--- src/rtl/strategy_forgiving_grudger.sv ---
// rtl/strategy_forgiving_grudger.sv - iterated prisoner's-dilemma player with four strategy modes
//
// Purpose: answers one opponent move per round_start pulse with a registered
// decision. Modes: 0 grudger, 1 tit-for-tat, 2 tit-for-two-tats,
// 3 forgiving grudger (punish for `penalty` rounds, then forgive).
// Also exports opponent history and saturating statistics counters.
//
// Ports:
//   clk                 rising-edge clock
//   reset_n             asynchronous active-low reset
//   round_start         1-cycle pulse, play one round
//   opponent_last_move  opponent's previous move (1 defect, 0 cooperate)
//   mode                strategy mode, latched on the first round after reset
//   threshold           strikes needed to trigger (0 behaves as 1), latched
//   penalty             mode-3 punish length in rounds (0 = permanent), latched
//   decision            this round's move (1 defect, 0 cooperate)
//   decision_valid      1-cycle pulse when decision is updated
//   grudge_active       high while in PUNISH or GRUDGE
//   defect_count        saturating count of opponent defections
//   round_count         saturating count of rounds since reset
//   opp_history         opponent moves, bit0 most recent

module strategy_forgiving_grudger #(
  parameter int CNT_W  = 4,
  parameter int PEN_W  = 4,
  parameter int RND_W  = 8,
  parameter int HIST_D = 4
) (
  input  logic              clk,
  input  logic              reset_n,
  input  logic              round_start,
  input  logic              opponent_last_move,
  input  logic [1:0]        mode,
  input  logic [CNT_W-1:0]  threshold,
  input  logic [PEN_W-1:0]  penalty,
  output logic              decision,
  output logic              decision_valid,
  output logic              grudge_active,
  output logic [CNT_W-1:0]  defect_count,
  output logic [RND_W-1:0]  round_count,
  output logic [HIST_D-1:0] opp_history
);

  typedef enum logic [1:0] {
    IDLE   = 2'd0,
    COOP   = 2'd1,
    PUNISH = 2'd2,
    GRUDGE = 2'd3
  } state_t;

  localparam logic [1:0] MODE_GRUDGER = 2'd0;
  localparam logic [1:0] MODE_TFT     = 2'd1;
  localparam logic [1:0] MODE_TF2T    = 2'd2;

  state_t           state;
  logic [1:0]       cfg_mode;
  logic [CNT_W-1:0] cfg_thr;
  logic [PEN_W-1:0] cfg_pen;
  logic [CNT_W-1:0] strikes;
  logic [PEN_W-1:0] pen_rem;

  logic             m;
  logic [CNT_W-1:0] thr_eff;
  logic [CNT_W-1:0] strikes_next;
  logic             trigger;

  assign m            = opponent_last_move;
  assign thr_eff      = (cfg_thr == '0) ? CNT_W'(1) : cfg_thr;
  assign strikes_next = (m && strikes != '1) ? strikes + CNT_W'(1) : strikes;
  assign trigger      = (strikes_next >= thr_eff);

  // State is itself a register, so grudge_active is a registered output.
  assign grudge_active = (state == PUNISH) || (state == GRUDGE);

  always_ff @(posedge clk or negedge reset_n) begin
    if (!reset_n) begin
      state          <= IDLE;
      cfg_mode       <= '0;
      cfg_thr        <= '0;
      cfg_pen        <= '0;
      strikes        <= '0;
      pen_rem        <= '0;
      decision       <= 1'b0;
      decision_valid <= 1'b0;
      defect_count   <= '0;
      round_count    <= '0;
      opp_history    <= '0;
    end else begin
      decision_valid <= round_start;
      if (round_start) begin
        if (round_count != '1) round_count <= round_count + RND_W'(1);

        if (state == IDLE) begin
          // First round: the move input is meaningless, only configuration is captured.
          cfg_mode <= mode;
          cfg_thr  <= threshold;
          cfg_pen  <= penalty;
          decision <= 1'b0;
          state    <= COOP;
        end else begin
          opp_history <= {opp_history[HIST_D-2:0], m};
          if (m && defect_count != '1) defect_count <= defect_count + CNT_W'(1);

          if (cfg_mode == MODE_TFT) begin
            decision <= m;
          end else if (cfg_mode == MODE_TF2T) begin
            decision <= m & opp_history[0];
          end else begin
            case (state)
              COOP: begin
                strikes <= strikes_next;
                if (trigger) begin
                  decision <= 1'b1;
                  if (cfg_mode == MODE_GRUDGER || cfg_pen == '0) begin
                    state <= GRUDGE;
                  end else begin
                    // The triggering round is the first punish round.
                    state   <= PUNISH;
                    pen_rem <= cfg_pen - PEN_W'(1);
                  end
                end else begin
                  decision <= 1'b0;
                end
              end
              PUNISH: begin
                if (pen_rem != '0) begin
                  pen_rem  <= pen_rem - PEN_W'(1);
                  decision <= 1'b1;
                end else begin
                  // Forgiveness round: this round's move is not held against the opponent.
                  state    <= COOP;
                  strikes  <= '0;
                  decision <= 1'b0;
                end
              end
              default: begin
                decision <= 1'b1;
              end
            endcase
          end
        end
      end
    end
  end

endmodule
--- config.mk ---
export PLATFORM = sky130hd
export DESIGN_NAME = strategy_forgiving_grudger
export DESIGN_NICKNAME = d
export VERILOG_FILES = /design/src/rtl/strategy_forgiving_grudger.sv
export SDC_FILE = /design/constraint.sdc
export NUM_CORES = 1
export LEC_CHECK = 0
export BUFFER_PORTS_ARGS = -buffer_cell sky130_fd_sc_hd__buf_2
export CAP_MARGIN = 20
export CELL_PAD_IN_SITES_DETAIL_PLACEMENT = 0
export CELL_PAD_IN_SITES_GLOBAL_PLACEMENT = 1
export CORE_ASPECT_RATIO = 2
export CORE_MARGIN = 10
export CORE_UTILIZATION = 40
export DETAILED_ROUTE_END_ITERATION = 6
export PLACE_DENSITY = 0.75
export SYNTH_ARGS = -nofsm -noshare
export SYNTH_HDL_FRONTEND = slang
export SYNTH_SLANG_ARGS = --single-unit
--- constraint.sdc ---
create_clock -name clk -period 2.75 [get_ports clk]
set_input_delay 0.4125 -clock clk [delete_from_list [all_inputs] [get_ports clk]]
set_output_delay 0.4125 -clock clk [all_outputs]
set_load 0.02 [all_outputs]
==> reports/qor.json, run 1 <==
{
  "setup_path": {
    "timing.reg2reg.setup_slack_ps": 150,
    "crit_fanout": 5,
    "crit_end_category": "register",
    "reg2regPathDepth": 11,
    "timing_worst_setup_path_type": "register to register",
    "cp_slowest_stage_delay_ps": 440,
    "crit_path_start": "strikes[0]",
    "critPathSlowestCell": "sky130_fd_sc_hd__dfrtp_2",
    "crit_arrival_ps": 2780,
    "cp-endpoint": "pen_rem[0]",
    "timing.rr.start": "strikes[0]",
    "crit_family": "simple AND/OR/NAND/NOR gates",
    "worst_ep_required_time_ps": 2930,
    "crit_chain": "ha_1 -> nand3_1 -> and2_4 -> nand4_1 -> xnor2_1 -> ha_1 -> o211ai_1 -> o21ai_2 -> o21ai_1 -> or2_1 -> mux2_2",
    "path_common_cell": "sky130_fd_sc_hd__ha_1",
    "worst_r2r_endpoint": "pen_rem[0]",
    "worstPathBufferInverterCount": 0,
    "crit_cells": 11,
    "start_kind": "register"
  },
  "power": {
    "p_comb_share_pct": 45.6,
    "internal-power_w": 0.00163,
    "clkPwrFrac_pct": 17.1,
    "power.share.sequential_pct": 37.3,
    "switching_share_pct": 41.1,
    "peak_supply_drop_mv": 0.576,
    "power_leakage_nw": 1.16,
    "power_per_cell_area_nw_per_um2": 1150,
    "power.switching_w": 0.00114
  },
  "detailed_routing": {
    "drtAntennaViolNets": 0,
    "detail_route.wl_per_cell_um": 16.0,
    "detailedRoute.firstPassIterationCount": 4,
    "total_length_of_routed_wires_um": 4530,
    "drc": 0,
    "routed-via-count": 1527,
    "first_iter_violations": 83,
    "drt-vias-per-instance": 5.40
  },
  "sta": {
    "final_number_of_hold_violating_endpoints": 0,
    "tns_ps": 0,
    "setup_repair_after_global_routing_missed_its_margin": "no",
    "setup-violations-final": 0,
    "timing.max_slew.rel_slack_pct": 40.7,
    "timing.final.ws_setup_ps": 149,
    "worstMarginPinSlew_ps": 890,
    "final_max_slew_viol_count": 0,
    "finalClockSkew_ps": 4.58,
    "max_freq_mhz": 385,
    "final_min_period_over_clock_period_pct": 94.6,
    "timing.final.crit_period_ps": 2600
  },
  "die": {
    "ios": 33,
    "die_ar_um2": 8630,
    "initial_core_util_pct": 40.7,
    "core_area_um2": 5090,
    "die_width_um": 70.9,
    "floorplan.die.height_um": 122,
    "fp-row-count": 37
  },
  "final_layout": {
    "area_growth_syn_to_layout_pct": 16.4,
    "diodes": 0,
    "final_layout_size_suffix_gt1_share_pct": 29.8,
    "final_cells": 283,
    "final_util_pct": 47.4,
    "final_area_um2": 2410,
    "number_of_nets_in_the_final_layout": 253
  },
  "clock_network": {
    "root_buffer": "sky130_fd_sc_hd__clkbuf_8",
    "clk_transition_reported_paths_ps": 80,
    "htree_levels": 2,
    "cts.hold.buffers_added": 0,
    "cts_made_buffers": 5,
    "worstSkewPairLatency_ps": 290,
    "clock_tree_from_tritoncts": "done",
    "cts-root-to-sink-buffers": 2,
    "cts.sink_count": 38
  },
  "outcome": {
    "outcome": "completed"
  },
  "synth": {
    "syn_area_per_cell_um2": 11.1,
    "post_synth_inst_count": 186,
    "mappedNetlistArea_um2": 2070,
    "synth.yosys.seq_area_share_pct": 45.9,
    "yosys_register_bits": 38,
    "ys.flop_type": "sky130_fd_sc_hd__dfrtp_1",
    "total_nets_after_synthesis": 215,
    "async_reset_ff_share_pct": 100,
    "number_of_enable_flip_flop_cells_after_synthesis": 0,
    "ys_warn_count": 0,
    "yosys.cell_types.count": 45
  },
  "global_route": {
    "sum_of_overflow_across_all_layers_after_global_routing": 0,
    "grt_first_pass_wirelength_um": 7510,
    "grt_util_all_layers_pct": 10.6,
    "grt_antenna_before_repair": 0,
    "grt_pass1_vias": 1657,
    "grt_start_max_net_pins": 39
  },
  "placed_design": {
    "detailedPlace.worstSlack_ps": 107,
    "place_area_um2": 2300,
    "io_buffers": 32,
    "dp_hpwl_um": 3510,
    "place_congestion": 0.785,
    "placed_instances": 275
  },
  "worst_hold_path": {
    "class_of_the_tightest_hold_or_removal_check": "input port to asynchronous set/reset pin"
  },
  "flow_run": {
    "timing.max_cap.violations": 0
  }
}
-- flip-flops by register name, indices dropped and copies added, names as in the netlist --
| name | flops |
|---|---|
| round_count | 8 |
| cfg_pen | 4 |
| cfg_thr | 4 |
| defect_count | 4 |
| opp_history | 4 |
| pen_rem | 4 |
| strikes | 4 |
| cfg_mode | 2 |
| state | 2 |
| decision | 1 |
| decision_valid | 1 |
-- metrics by stage --
stage               total power [W]  hold WS [ps]
floorplan                   0.00193           117
global placement            0.00230           486
detailed placement          0.00232           486
CTS                         0.00281           256
global route                0.00300           292
finish                      0.00277           233
-- worst reg2reg max path, stage by stage (launching register included) --
cell and delay, ps:
sky130_fd_sc_hd__dfrtp_2 440, sky130_fd_sc_hd__ha_1 240, sky130_fd_sc_hd__nand3_1 100, sky130_fd_sc_hd__and2_4 170
sky130_fd_sc_hd__nand4_1 110, sky130_fd_sc_hd__xnor2_1 160, sky130_fd_sc_hd__ha_1 320, sky130_fd_sc_hd__o211ai_1 110
sky130_fd_sc_hd__o21ai_2 220, sky130_fd_sc_hd__o21ai_1 100, sky130_fd_sc_hd__or2_1 250, sky130_fd_sc_hd__mux2_2 280
-- cells in the mapped netlist, drive strengths merged (3+ instances only) --
| master | number | area [um^2] |
|---|---|---|
| o21ai | 6 | 33.8 |
| nand3 | 8 | 40.0 |
| inv | 13 | 48.8 |
| nor2 | 5 | 18.8 |
| a22o | 3 | 26.3 |
| mux2i | 3 | 30.0 |
| mux2 | 15 | 169 |
| nand4 | 5 | 31.3 |
| xnor2 | 8 | 70.1 |
| nand2b | 3 | 26.3 |
| xor2 | 6 | 52.6 |
| nor3 | 4 | 20.0 |
| nand2 | 19 | 71.3 |
| ha | 15 | 188 |
| a21oi | 4 | 20.0 |
| dfrtp | 38 | 951 |
| buf | 3 | 23.8 |
-- worst min path at each step --
stage                     end  slack [ps]  cells past startpoint
6_report           cfg_thr[3]         230                      1
5_1_grt            pen_rem[1]         290                      1
4_1_cts            cfg_pen[0]         260                      1
3_5_place_dp   round_count[7]         490                      1
3_3_place_gp   opp_history[3]         490                      1
2_1_floorplan     cfg_mode[0]         120                      0
-- per-layer routing --
layer	part of all wire, %	global-route usage [%]	vias to the layer above
li1	-	-	742
met1	35	10.2	750
met2	59	20.0	24
met3	2.1	1.63	11
met4	3.6	7.06	0
met5	0	0	-
-- power groups by stage --
stage | Sequential (W) | Combinational (W) | Clock [W]
finish | 0.00103 | 0.00126 | 0.000475
global route | 0.00108 | 0.00141 | 0.000512
CTS | 0.00104 | 0.00128 | 0.000492
detailed placement | 0.00105 | 0.00127 | 0
global placement | 0.00104 | 0.00126 | 0
floorplan | 0.00113 | 0.000800 | 0
-- area by class of cell --
| cell class | instances | area, um^2 |
|---|---|---|
| clock buffer | 5 | 68.8 |
| tap | 58 | 72.6 |
| sequential | 38 | 952 |
| multi-input combinational | 132 | 1050 |
| inverter | 13 | 48.8 |
| fill | 514 | 2680 |
| timing repair buffer | 34 | 175 |
| clock inverter | 3 | 40.0 |
-- cell usage in the layout (no fill, tap or decap), drive strengths merged, types with 2 or more instances in the layout --
master	instances
nor4	2
mux2i	3
o41ai	2
or3	2
a22o	3
xnor2	8
or2	2
nand3	8
a31oi	2
mux2	15
a31o	2
o21ai	6
a21oi	4
ha	15
dfrtp	38
nand4	5
clkinv	2
xor2	6
nor2	5
a221o	2
inv	13
buf	34
nand2	19
clkbuf	5
nor3	4
nand2b	3
o211ai	2
-- kinds of logic after synthesis --
| logic type | share of synthesized area, % |
|---|---|
| compound gates | 11.4 |
| xor+xnor | 5.92 |
| fa+ha+maj | 9.06 |
| buf+inv | 3.50 |
| flops | 45.9 |
| mux | 9.60 |
| simple gates | 14.7 |
-- repair_timing --
action,in CTS,in global routing
setup endpoints to repair,0,5
setup buffers,0,0
resized for setup,0,4
Note: power is estimated with default switching activity, not from simulation.
==> run 2: changes to the inputs <==
--- a/config.mk
+++ b/config.mk
@@ -13,6 +13,7 @@
 export CORE_MARGIN = 10
 export CORE_UTILIZATION = 40
 export DETAILED_ROUTE_END_ITERATION = 6
+export MAX_ROUTING_LAYER = met4
 export PLACE_DENSITY = 0.75
 export SYNTH_ARGS = -nofsm -noshare
 export SYNTH_HDL_FRONTEND = slang
==> run 2 against run 1 <==
Effect of this change: final cell count is the same; cell area is the same; worst setup slack is essentially flat; non-clock buffer count is the same; via count grew 0.39%; worst hold slack is essentially flat; sequential share of layout area is the same; routed wire length is essentially flat; maximum frequency is essentially flat; register-to-register slack is essentially flat; sequential cell count is the same; clock skew is essentially flat.
==> reports/qor.json, run 2 (synthesized netlist as in run 1, its figures left out) <==
{
  "outcome": {
    "outcome": "completed"
  },
  "placed_design": {
    "placed_instances": 275,
    "dp_hpwl_um": 3510,
    "place_congestion": 0.796,
    "io_buffers": 32
  },
  "detailed_routing": {
    "drtAntennaViolNets": 0,
    "detail_route.wl_per_cell_um": 16.0,
    "total_length_of_routed_wires_um": 4530,
    "drt-vias-per-instance": 5.42,
    "top_layer_used": "met4",
    "detailedRoute.firstPassIterationCount": 4,
    "met2_length_um": 2670,
    "routed_length_on_met3_um": 67,
    "drc": 0,
    "routed-via-count": 1533,
    "wl_met1_um": 1640,
    "first_iter_violations": 83
  },
  "final_layout": {
    "registers.top_by_ff_count": "round_count",
    "final_layout_size_suffix_gt1_share_pct": 29.8,
    "mostFrequentLayoutCells": "sky130_fd_sc_hd__dfrtp_1 (37), sky130_fd_sc_hd__buf_2 (32), sky130_fd_sc_hd__nand2_1 (19)",
    "layout.cells.most_common": "sky130_fd_sc_hd__dfrtp_1",
    "largest_register_ffs": 8,
    "area_growth_syn_to_layout_pct": 16.4,
    "final_cells": 283,
    "number_of_nets_in_the_final_layout": 253,
    "diodes": 0
  },
  "power": {
    "power_per_cell_area_nw_per_um2": 1150,
    "power_leakage_nw": 1.16,
    "design_power_total_w": 0.00277,
    "peak_supply_drop_mv": 0.576
  },
  "clock_network": {
    "root_buffer": "sky130_fd_sc_hd__clkbuf_8",
    "clk_transition_reported_paths_ps": 80,
    "cts_made_buffers": 5,
    "worstSkewPairLatency_ps": 290,
    "htree_levels": 2,
    "clock_tree_from_tritoncts": "done",
    "cts.sink_count": 38,
    "cts-root-to-sink-buffers": 2
  },
  "global_route": {
    "sum_of_overflow_across_all_layers_after_global_routing": 0,
    "grt_pass1_vias": 1657,
    "grt_antenna_before_repair": 0,
    "grt_start_max_net_pins": 39,
    "grt_first_pass_wirelength_um": 7510,
    "grt_util_all_layers_pct": 10.9
  },
  "setup_path": {
    "crit_path_start": "strikes[0]",
    "start_kind": "register",
    "path_common_cell": "sky130_fd_sc_hd__ha_1",
    "timing.reg2reg.setup_slack_ps": 150,
    "crit_fanout": 5,
    "timing_worst_setup_path_type": "register to register",
    "crit_end_category": "register",
    "cp-endpoint": "pen_rem[0]",
    "timing.rr.start": "strikes[0]",
    "worst_ep_required_time_ps": 2930,
    "crit_chain": "ha_1 -> nand3_1 -> and2_4 -> nand4_1 -> xnor2_1 -> ha_1 -> o211ai_1 -> o21ai_2 -> o21ai_1 -> or2_1 -> mux2_2",
    "worstPathBufferInverterCount": 0,
    "worst_r2r_endpoint": "pen_rem[0]",
    "crit_arrival_ps": 2780,
    "reg2regPathDepth": 11,
    "crit_cells": 11,
    "crit_family": "simple AND/OR/NAND/NOR gates",
    "cp_slowest_stage_delay_ps": 440,
    "critPathSlowestCell": "sky130_fd_sc_hd__dfrtp_2"
  },
  "sta": {
    "hold_slack_ps": 233,
    "final_number_of_hold_violating_endpoints": 0,
    "timing.max_slew.rel_slack_pct": 40.7,
    "worstMarginPinSlew_ps": 890,
    "max_freq_mhz": 385,
    "setup-violations-final": 0,
    "tns_ps": 0,
    "finalClockSkew_ps": 4.52,
    "final_max_slew_viol_count": 0,
    "timing.final.crit_period_ps": 2600,
    "final_min_period_over_clock_period_pct": 94.6,
    "setup_repair_after_global_routing_missed_its_margin": "no"
  },
  "die": {
    "initial_core_util_pct": 40.7,
    "floorplan.die.height_um": 122,
    "core_area_um2": 5090,
    "fp-row-count": 37,
    "die_width_um": 70.9,
    "die_ar_um2": 8630,
    "ios": 33
  },
  "worst_hold_path": {
    "class_of_the_tightest_hold_or_removal_check": "input port to asynchronous set/reset pin"
  },
  "flow_run": {
    "timing.max_cap.violations": 0
  }
}
==> run 2: cell counts in the layout (fill, tap and decap cells not counted) <==
Identical to the previous run, type by type.
==> run 2: final cells by class <==
| cell class | count | area [um^2] |
|---|---|---|
| inverters | 13 | 48.8 |
| well taps | 58 | 72.6 |
| fillers | 514 | 2680 |
| clock inverters | 3 | 40.0 |
| multi-input cells | 132 | 1050 |
| clock buffers | 5 | 68.8 |
| repair buffers | 34 | 175 |
| flip-flops and latches | 38 | 952 |
==> run 2: how the worst min path moves through the flow <==
stage / start / endpoint / slack, ps / cells past startpoint
floorplan: reset_n / cfg_mode[0] / 120 / 0
global placement: opp_history[3] / opp_history[3] / 490 / 1
detailed placement: round_count[7] / round_count[7] / 490 / 1
CTS: reset_n / cfg_pen[0] / 260 / 1
global route: reset_n / pen_rem[1] / 290 / 1
finish: reset_n / cfg_thr[3] / 230 / 1
==> run 2: metrics by stage <==
| stage | instance area [um^2] | setup WS, ps | utilization (%) |
|---|---|---|---|
| 2_1_floorplan | 2070 | 167 | - |
| 3_3_place_gp | 2300 | 200 | 45.1 |
| 3_5_place_dp | 2300 | 107 | 45.1 |
| 4_1_cts | 2400 | 100 | 47.2 |
| 5_1_grt | 2410 | 12.2 | 47.4 |
| 6_report | 2410 | 149 | 47.4 |
==> run 2: metal layers <==
metal / vias to the layer above / global-route usage [%]
met5: - / -
met4: 0 / 7.06
met3: 11 / 1.30
met2: 27 / 20.0
met1: 753 / 10.4
li1: 742 / -
==> run 2: where the power goes <==
part | switching [W] | leakage, nW | internal (W)
registers | 0.000238 | 0.461 | 0.000796
logic | 0.000692 | 0.637 | 0.000571
clock network | 0.000208 | 0.0579 | 0.000267
total | 0.00114 | 1.16 | 0.00163
==> run 2: worst reg2reg max path, cell delays in order, from the launching register on <==
cell and delay [ps]:
sky130_fd_sc_hd__dfrtp_2 440, sky130_fd_sc_hd__ha_1 240, sky130_fd_sc_hd__nand3_1 100, sky130_fd_sc_hd__and2_4 170, sky130_fd_sc_hd__nand4_1 110, sky130_fd_sc_hd__xnor2_1 160
sky130_fd_sc_hd__ha_1 320, sky130_fd_sc_hd__o211ai_1 110, sky130_fd_sc_hd__o21ai_2 220, sky130_fd_sc_hd__o21ai_1 100, sky130_fd_sc_hd__or2_1 250, sky130_fd_sc_hd__mux2_2 280
==> run 2: what timing repair did <==
| item | in CTS | in global routing |
|---|---|---|
| resized for setup | 0 | 4 |
| setup buffers | 0 | 0 |
| hold buffers | 0 | 0 |
| setup endpoints to repair | 0 | 5 |
